[config.mk]
export PLATFORM = sky130hd
export DESIGN_NAME = list_sorter_n
export DESIGN_NICKNAME = d
export VERILOG_FILES = /design/src/rtl/list_sorter_n.sv
export SDC_FILE = /design/constraint.sdc
export NUM_CORES = 1
export LEC_CHECK = 0
export ABC_AREA = 1
export BUFFER_PORTS_ARGS = -buffer_cell sky130_fd_sc_hd__buf_4
export CAP_MARGIN = 20
export CORE_ASPECT_RATIO = 1.25
export CORE_MARGIN = 5
export CORE_UTILIZATION = 45
export CTS_CLUSTER_SIZE = 28
export DETAILED_ROUTE_END_ITERATION = 8
export PLACE_DENSITY = 0.75
export SETUP_SLACK_MARGIN = 0.3
export SYNTH_ARGS = -nofsm -noshare
export SYNTH_HDL_FRONTEND = slang
export SYNTH_SLANG_ARGS = --single-unit
[constraint.sdc]
create_clock -name clk -period 1.79 [get_ports clk]
set_input_delay 0.0895 -clock clk [delete_from_list [all_inputs] [get_ports clk]]
set_output_delay 0.0895 -clock clk [all_outputs]
set_load 0.01 [all_outputs]
[src/rtl/list_sorter_n.sv]
// Streaming top-N sorter: single-cycle insertion into a sorted register list,
// then the kept entries are streamed out in order at frame end.
module list_sorter_n #(
   parameter int unsigned DATA_W  = 8,
   parameter int unsigned DEPTH   = 4,
   parameter bit          DESCEND = 1'b0
) (
   input  logic                       clk,
   input  logic                       reset,
   input  logic                       in_valid,
   input  logic [DATA_W-1:0]          in_data,
   input  logic                       in_last,
   output logic                       in_ready,
   output logic                       out_valid,
   output logic [DATA_W-1:0]          out_data,
   output logic                       out_last,
   input  logic                       out_ready,
   output logic [$clog2(DEPTH+1)-1:0] count,
   output logic                       overflow
);

   // state   | meaning
   // S_FILL  | accepting samples, inserting each into the sorted list
   // S_DRAIN | streaming the occupied slots out in order
   typedef enum logic {S_FILL, S_DRAIN} state_e;

   localparam int unsigned CW = $clog2(DEPTH+1);
   localparam int unsigned IW = $clog2(DEPTH);
   localparam logic [DATA_W-1:0] SENT = {DATA_W{~DESCEND}};

   state_e              state_q, state_d;
   logic [DATA_W-1:0]   slot_q [DEPTH];
   logic [DATA_W-1:0]   slot_d [DEPTH];
   logic [CW-1:0]       count_q, count_d;
   logic [IW-1:0]       idx_q, idx_d;
   logic                overflow_q, overflow_d;
   logic [DEPTH-1:0]    ins;
   logic                full;
   logic                last_beat;

   // ins[i]: the new sample belongs at or before slot i. Empty slots always
   // qualify; strict compare keeps ties behind existing entries.
   always_comb begin
      ins = '0;
      for (int i = 0; i < DEPTH; i++) begin
         ins[i] = (CW'(i) >= count_q) ||
                  (DESCEND ? (in_data > slot_q[i]) : (in_data < slot_q[i]));
      end
   end

   assign full      = (count_q == CW'(DEPTH));
   assign last_beat = (CW'(idx_q) == (count_q - CW'(1)));

   always_comb begin
      state_d    = state_q;
      slot_d     = slot_q;
      count_d    = count_q;
      idx_d      = idx_q;
      overflow_d = overflow_q;
      case (state_q)
         S_FILL: begin
            if (in_valid) begin
               if (ins[0]) slot_d[0] = in_data;
               for (int i = 1; i < DEPTH; i++) begin
                  if (ins[i]) slot_d[i] = ins[i-1] ? slot_q[i-1] : in_data;
               end
               if (full) overflow_d = 1'b1;
               else      count_d    = count_q + CW'(1);
               if (in_last) state_d = S_DRAIN;
            end
         end
         S_DRAIN: begin
            if (out_ready) begin
               if (last_beat) begin
                  state_d    = S_FILL;
                  count_d    = '0;
                  idx_d      = '0;
                  overflow_d = 1'b0;
                  for (int i = 0; i < DEPTH; i++) slot_d[i] = SENT;
               end else begin
                  idx_d = idx_q + IW'(1);
               end
            end
         end
         default: state_d = S_FILL;
      endcase
   end

   always_ff @(posedge clk) begin
      if (!reset) begin
         state_q    <= S_FILL;
         count_q    <= '0;
         idx_q      <= '0;
         overflow_q <= 1'b0;
         for (int i = 0; i < DEPTH; i++) slot_q[i] <= SENT;
      end else begin
         state_q    <= state_d;
         count_q    <= count_d;
         idx_q      <= idx_d;
         overflow_q <= overflow_d;
         for (int i = 0; i < DEPTH; i++) slot_q[i] <= slot_d[i];
      end
   end

   assign in_ready  = (state_q == S_FILL);
   assign out_valid = (state_q == S_DRAIN);
   assign out_data  = (state_q == S_DRAIN) ? slot_q[idx_q] : '0;
   assign out_last  = (state_q == S_DRAIN) && last_beat;
   assign count     = count_q;
   assign overflow  = overflow_q;

endmodule

# ---- Word-level counts from Yosys, hierarchy flattened
# Index checks and enable logic that the tools add are counted.
dict set report classes {
  addsub 3
  order_cmp 9
  n_eq_ne 11
  n_mux 31
  bitwise_logic 2
  reduce_logical 12
}
# op n
set ops {}
lappend ops {{two-way mux 32 bit} 3}
lappend ops {{two-way mux 8 bit} 10}
lappend ops {{one-hot mux 32 bit (2 select lines)} 1}
lappend ops {{less-than comparator 8 bit} 4}
lappend ops {{AND reduction 4 bit} 6}
lappend ops {{binary-select mux 8 bit (select 2 bit)} 1}
lappend ops {{two-way mux 3 bit} 4}
lappend ops {{inequality test 2 x 1 -> 1 bit (second input constant)} 6}
lappend ops {{two-way mux 1 bit} 8}
lappend ops {{>= comparator 1 x 3 -> 1 bit (first input constant)} 2}
lappend ops {{>= comparator 2 x 3 -> 1 bit (first input constant)} 2}
lappend ops {{inequality test 2 bit (second input constant)} 3}
lappend ops {{one-hot mux 3 bit (2 select lines)} 1}
lappend ops {{logical OR 1 bit} 4}
lappend ops {{one-hot mux 1 bit (2 select lines)} 2}
lappend ops {{adder 3 x 1 -> 3 bit (second input constant)} 1}
lappend ops {{== test 2 x 3 -> 1 bit} 1}
lappend ops {{== test 3 bit (second input constant)} 1}
lappend ops {{>= comparator 3 bit (second input constant)} 1}
lappend ops {{NOT 2 -> 3 bit} 1}
lappend ops {{subtractor 3 x 1 -> 3 bit (second input constant)} 1}
lappend ops {{adder 2 x 1 -> 2 bit (second input constant)} 1}
lappend ops {{two-way mux 2 bit} 1}
lappend ops {{AND reduction 2 bit} 1}
lappend ops {{2 further kinds} 2}
dict set report totals {
  reg_bits 39
  out_inout_bits 15
}

# ---- Logic depth before layout (Yosys ltp)
dict set report logic_depth {
  depth_word 6
  depth_mapped 13
  mapped_depth_nobuf 13
}

# ---- Least setup slack after synthesis
# No wires, ideal clock.
dict set report synth_path {
  path_kind {flip-flop to flip-flop}
  from {reg count_q[0], in the netlist count[0]}
  to {reg slot_q[24] (netlist bit)}
  setup_ps 124
  t_arrival_ps 1797
  path_slack_ps -130
  path_stages_with_launch 12
  cell_sequence {dfxtp_1 inv_2 ha_1 xor2_1 nand3_2 nor2_4 nand2_4 nand2_8 buf_12 nand2_4 nand2_1 nand3_1}
}
dict set report synth_via {
  elab_chain_cells 4
  elab_cells_between_ends 7
}
# item line_no
set synth_lines {}
lappend synth_lines {{from (decl)} 34} ;# logic [CW-1:0] count_q, count_d;
lappend synth_lines {{from (signal assigned)} 98} ;# count_q <= count_d;
lappend synth_lines {{subtractor 3 x 1 -> 3 bit or >= comparator 1 x 3 -> 1 bit (tied branches)} {52, 46}}
lappend synth_lines {{== test 2 x 3 -> 1 bit or logical OR 1 bit (tied branches)} {52, 46}}
lappend synth_lines {{inequality test 2 x 1 -> 1 bit (no source line)} -}
lappend synth_lines {{AND reduction 4 bit (no source line) *} -}
lappend synth_lines {{to (decl)} 32} ;# logic [DATA_W-1:0] slot_q [DEPTH];
# Mark *: on every way between the ends. The rest lies on a longest branch, timed or not.
# A chain may end at the register's enable or synchronous reset.

# ---- Final worst setup path
dict set report layout_path {
  from {reg slot_q[12] (netlist bit)}
  to {reg slot_q[13] (netlist bit)}
}
dict set report layout_via {
  elab_chain_cells 4
}
# item line_no
set layout_lines {}
lappend layout_lines {{less-than comparator 8 bit} 47} ;# (DESCEND ? (in_data > slot_q[i]) : (in_data < slot_q[i]));
lappend layout_lines {{logical OR 1 bit} 46} ;# ins[i] = (CW'(i) >= count_q) ||
lappend layout_lines {{inequality test 2 x 1 -> 1 bit (no source line)} -}
lappend layout_lines {{AND reduction 4 bit (no source line)} -}
# Every way passes these cells.

==> run_results.csv <==
group,metric,value,unit
final_layout,area_growth,35.0,%
routing,drc,0,
routing,antenna_left,0,
routing,via_count,3510,
clock_tree,cts_max_level,2,
worst_setup_path,criticalPathCategory,"flop to flop",
sta,slew_headroom,72.9,%
clock_tree,hold_buffers,0,
sta,whs,0.0792,ns
power_and_ir_drop,p_total,3.06,mW
clock_tree,clk_latency,0.28,ns
grt,grt_pass1_vias,3400,
routing,via_per_inst,5.61,
outcome,status,"finished clean",
yosys,synth_top_area_share,25.0,%
sta,setup_ws,0.0236,ns
final_layout,final_util,61.5,%
clock_tree,cts_root_buffer,"clkbuf_8",
final_layout,multi_input_area,2430,µm²
yosys,syn_area,3120,µm²
floorplan,rows,34,
worst_hold_path,hp-class,"primary input to flop",
floorplan,die_w,84.5,µm
routing,routedWlPerCell,15.1,µm
grt,grt_util_all_layers,21.7,%
clock_tree,cts_buffer_depth,2,
final_layout,final_cell_mix,"nand2_1 (122), buf_4 (66), nand3_1 (62)",
sta,max_freq,566,MHz
yosys,yosysTopAreaCell,"dfxtp_1",
sta,setup_viol,0,
power_and_ir_drop,cellLeakagePower,2.16,nW
yosys,syn_inst,467,
grt,grt_max_degree,29,
worst_setup_path,cp-end-kind,"flop",
yosys,ys_types,33,
power_and_ir_drop,peakVddDrop,0.000468,V
sta,finalCritPeriodShare,98.7,%
worst_setup_path,path_max_fanout,5,
clock_tree,cts_made_buffers,5,
yosys,synth_fp_nets,513,
clock_tree,cts_tree,"yes",
final_layout,final_common_cell,"nand2_1",
final_layout,nets,582,
final_layout,fillers,612,
grt,grt-ovfl-total,0,
clock_tree,path_clk_slew,0.08,ns
floorplan,die_area,8710,µm²
floorplan,coreArea,6850,µm²
placement,pre_cts_slack,-0.00122,ns
worst_setup_path,cp-start-kind,"flop",
routing,drt_first_iter_violations,283,
sta,maxSlewViolCount,0,
sta,tightest_slew,0.405,ns
sta,period_needed,1.77,ns
power_and_ir_drop,p_per_area,727,nW/µm²
routing,routed_wl,9470,µm
yosys,ys_warn_count,0,
worst_setup_path,cp.required,1.97,ns
placement,numPortBuffers,27,
sta,fin_tns_setup,0,ns
routing,first_pass_iters,5,
floorplan,io_pins,28,
placement,dp_hpwl,6350,µm
sta,final_hold_viol_count,0,
yosys,ys_seq_area_share,25.0,%
yosys,synth-seq-cells,39,
worst_setup_path,crit_arrival,1.94,ns
clock_tree,cts.sinks,39,
sta,rsz0062_at_grt,"true",
floorplan,start_util,45.5,%
flow_run,maxCapViolCount,0,
yosys,avgSynthCellArea,6.68,µm²
sta,finClkSkew,0.00503,ns
final_layout,drive_gt1_share,34.3,%
yosys,synthTopCellsByArea,"dfxtp_1 (25%), nand2_1 (16%), ha_1 (13%)",
final_layout,regArea,811,µm²
placement,gp_congestion,0.902,
floorplan,die_y,103,µm
final_layout,n_antenna_cell,0,
grt,grt_pass1_wl,15500,µm
grt,grt_antenna_before_repair,0,
[flip-flops by register name, indices dropped and copies added (netlist names)]
name	cells
slot_q	32
count	3
idx_q	2
out_valid	1
overflow	1
[stage by stage]
| stage | instances | area, µm² |
|---|---|---|
| 5_1_grt | 626 | 4210 |
| 3_3_place_gp | 591 | 3560 |
| 3_5_place_dp | 591 | 3560 |
| 6_report | 626 | 4210 |
| 2_1_floorplan | 467 | 3170 |
| 4_1_cts | 613 | 3950 |
[worst paths after layout]
kind | start | end | slack (ns) | depth (start not counted)
worst max register to register | slot_q[12]$_SDFFE_PN1P_ | slot_q[13]$_SDFFE_PN1P_ | 0.02 | 10
worst min-delay path | reset | slot_q[25]$_SDFFE_PN1P_ | 0.08 | 2
worst max-delay path | slot_q[12]$_SDFFE_PN1P_ | slot_q[13]$_SDFFE_PN1P_ | 0.02 | 10
worst min register to register | overflow$_SDFFE_PN0P_ | overflow$_SDFFE_PN0P_ | 0.45 | 2
[cells by family (layout without fill, tap and decap cells)]
logic type,Yosys count,in the layout,synth area share [%]
adders and majority gates,33,33,13.2
AOI/OAI and AO/OA,85,85,15.2
xor gates and xnor gates,4,4,1.12
buffers and inverters,66,130,8.86
DFF,39,39,25.0
and+or+nand+nor,240,245,36.5
[report_power, final]
| part | switching [mW] | internal [mW] | total (mW) |
|---|---|---|---|
| logic | 0.813 | 0.575 | 1.39 |
| clock network | 0.306 | 0.303 | 0.609 |
| registers | 0.0881 | 0.976 | 1.06 |
| total | 1.21 | 1.85 | 3.06 |
[layout make-up]
type	instances	share of cell area, %
sequential	39	19.3
tap	90	2.67
inverter	53	5.44
multi-input combinational	367	57.7
clock buffer	6	1.96
timing repair buffer	70	12.8
clock inverter	1	0.119
[cell usage after synthesis (all sizes together)]
master	number
o21ai	17
or2	7
dfxtp	39
nand2	141
nor3	7
nor2	13
o211ai	1
a31oi	1
a21oi	62
buf	6
inv	50
ha	33
nor3b	1
o21bai	1
xor2	3
o21a	2
xnor2	1
nand3	71
clkbuf	7
clkinv	3
o31ai	1
[critical path, cell delays in order, from the launching register on]
cell and delay [ns]:
dfxtp_2 0.37, inv_1 0.07, ha_1 0.20, a21oi_2 0.13
nor2_1 0.06, nor3_2 0.27, nand2_4 0.13, nand3_4 0.15
nand2_4 0.09, a21oi_1 0.15, nand2_1 0.06
[per-layer routing]
metal | vias up | GRT usage [%] | part of all wire (%)
met5 | - | 0 | 0
met4 | 0 | 11.0 | 3.0
met3 | 28 | 3.52 | 5.5
met2 | 141 | 40.9 | 52
met1 | 1641 | 23.4 | 40
li1 | 1700 | - | -
[timing repair]
item / in CTS / in global routing
cloned: 4 / 1
pin swaps: 14 / 11
endpoints found under the setup margin: 47 / 47
buffers inserted: 11 / 12
resized for setup: 46 / 43
Note: power is estimated with default switching activity, not from simulation.
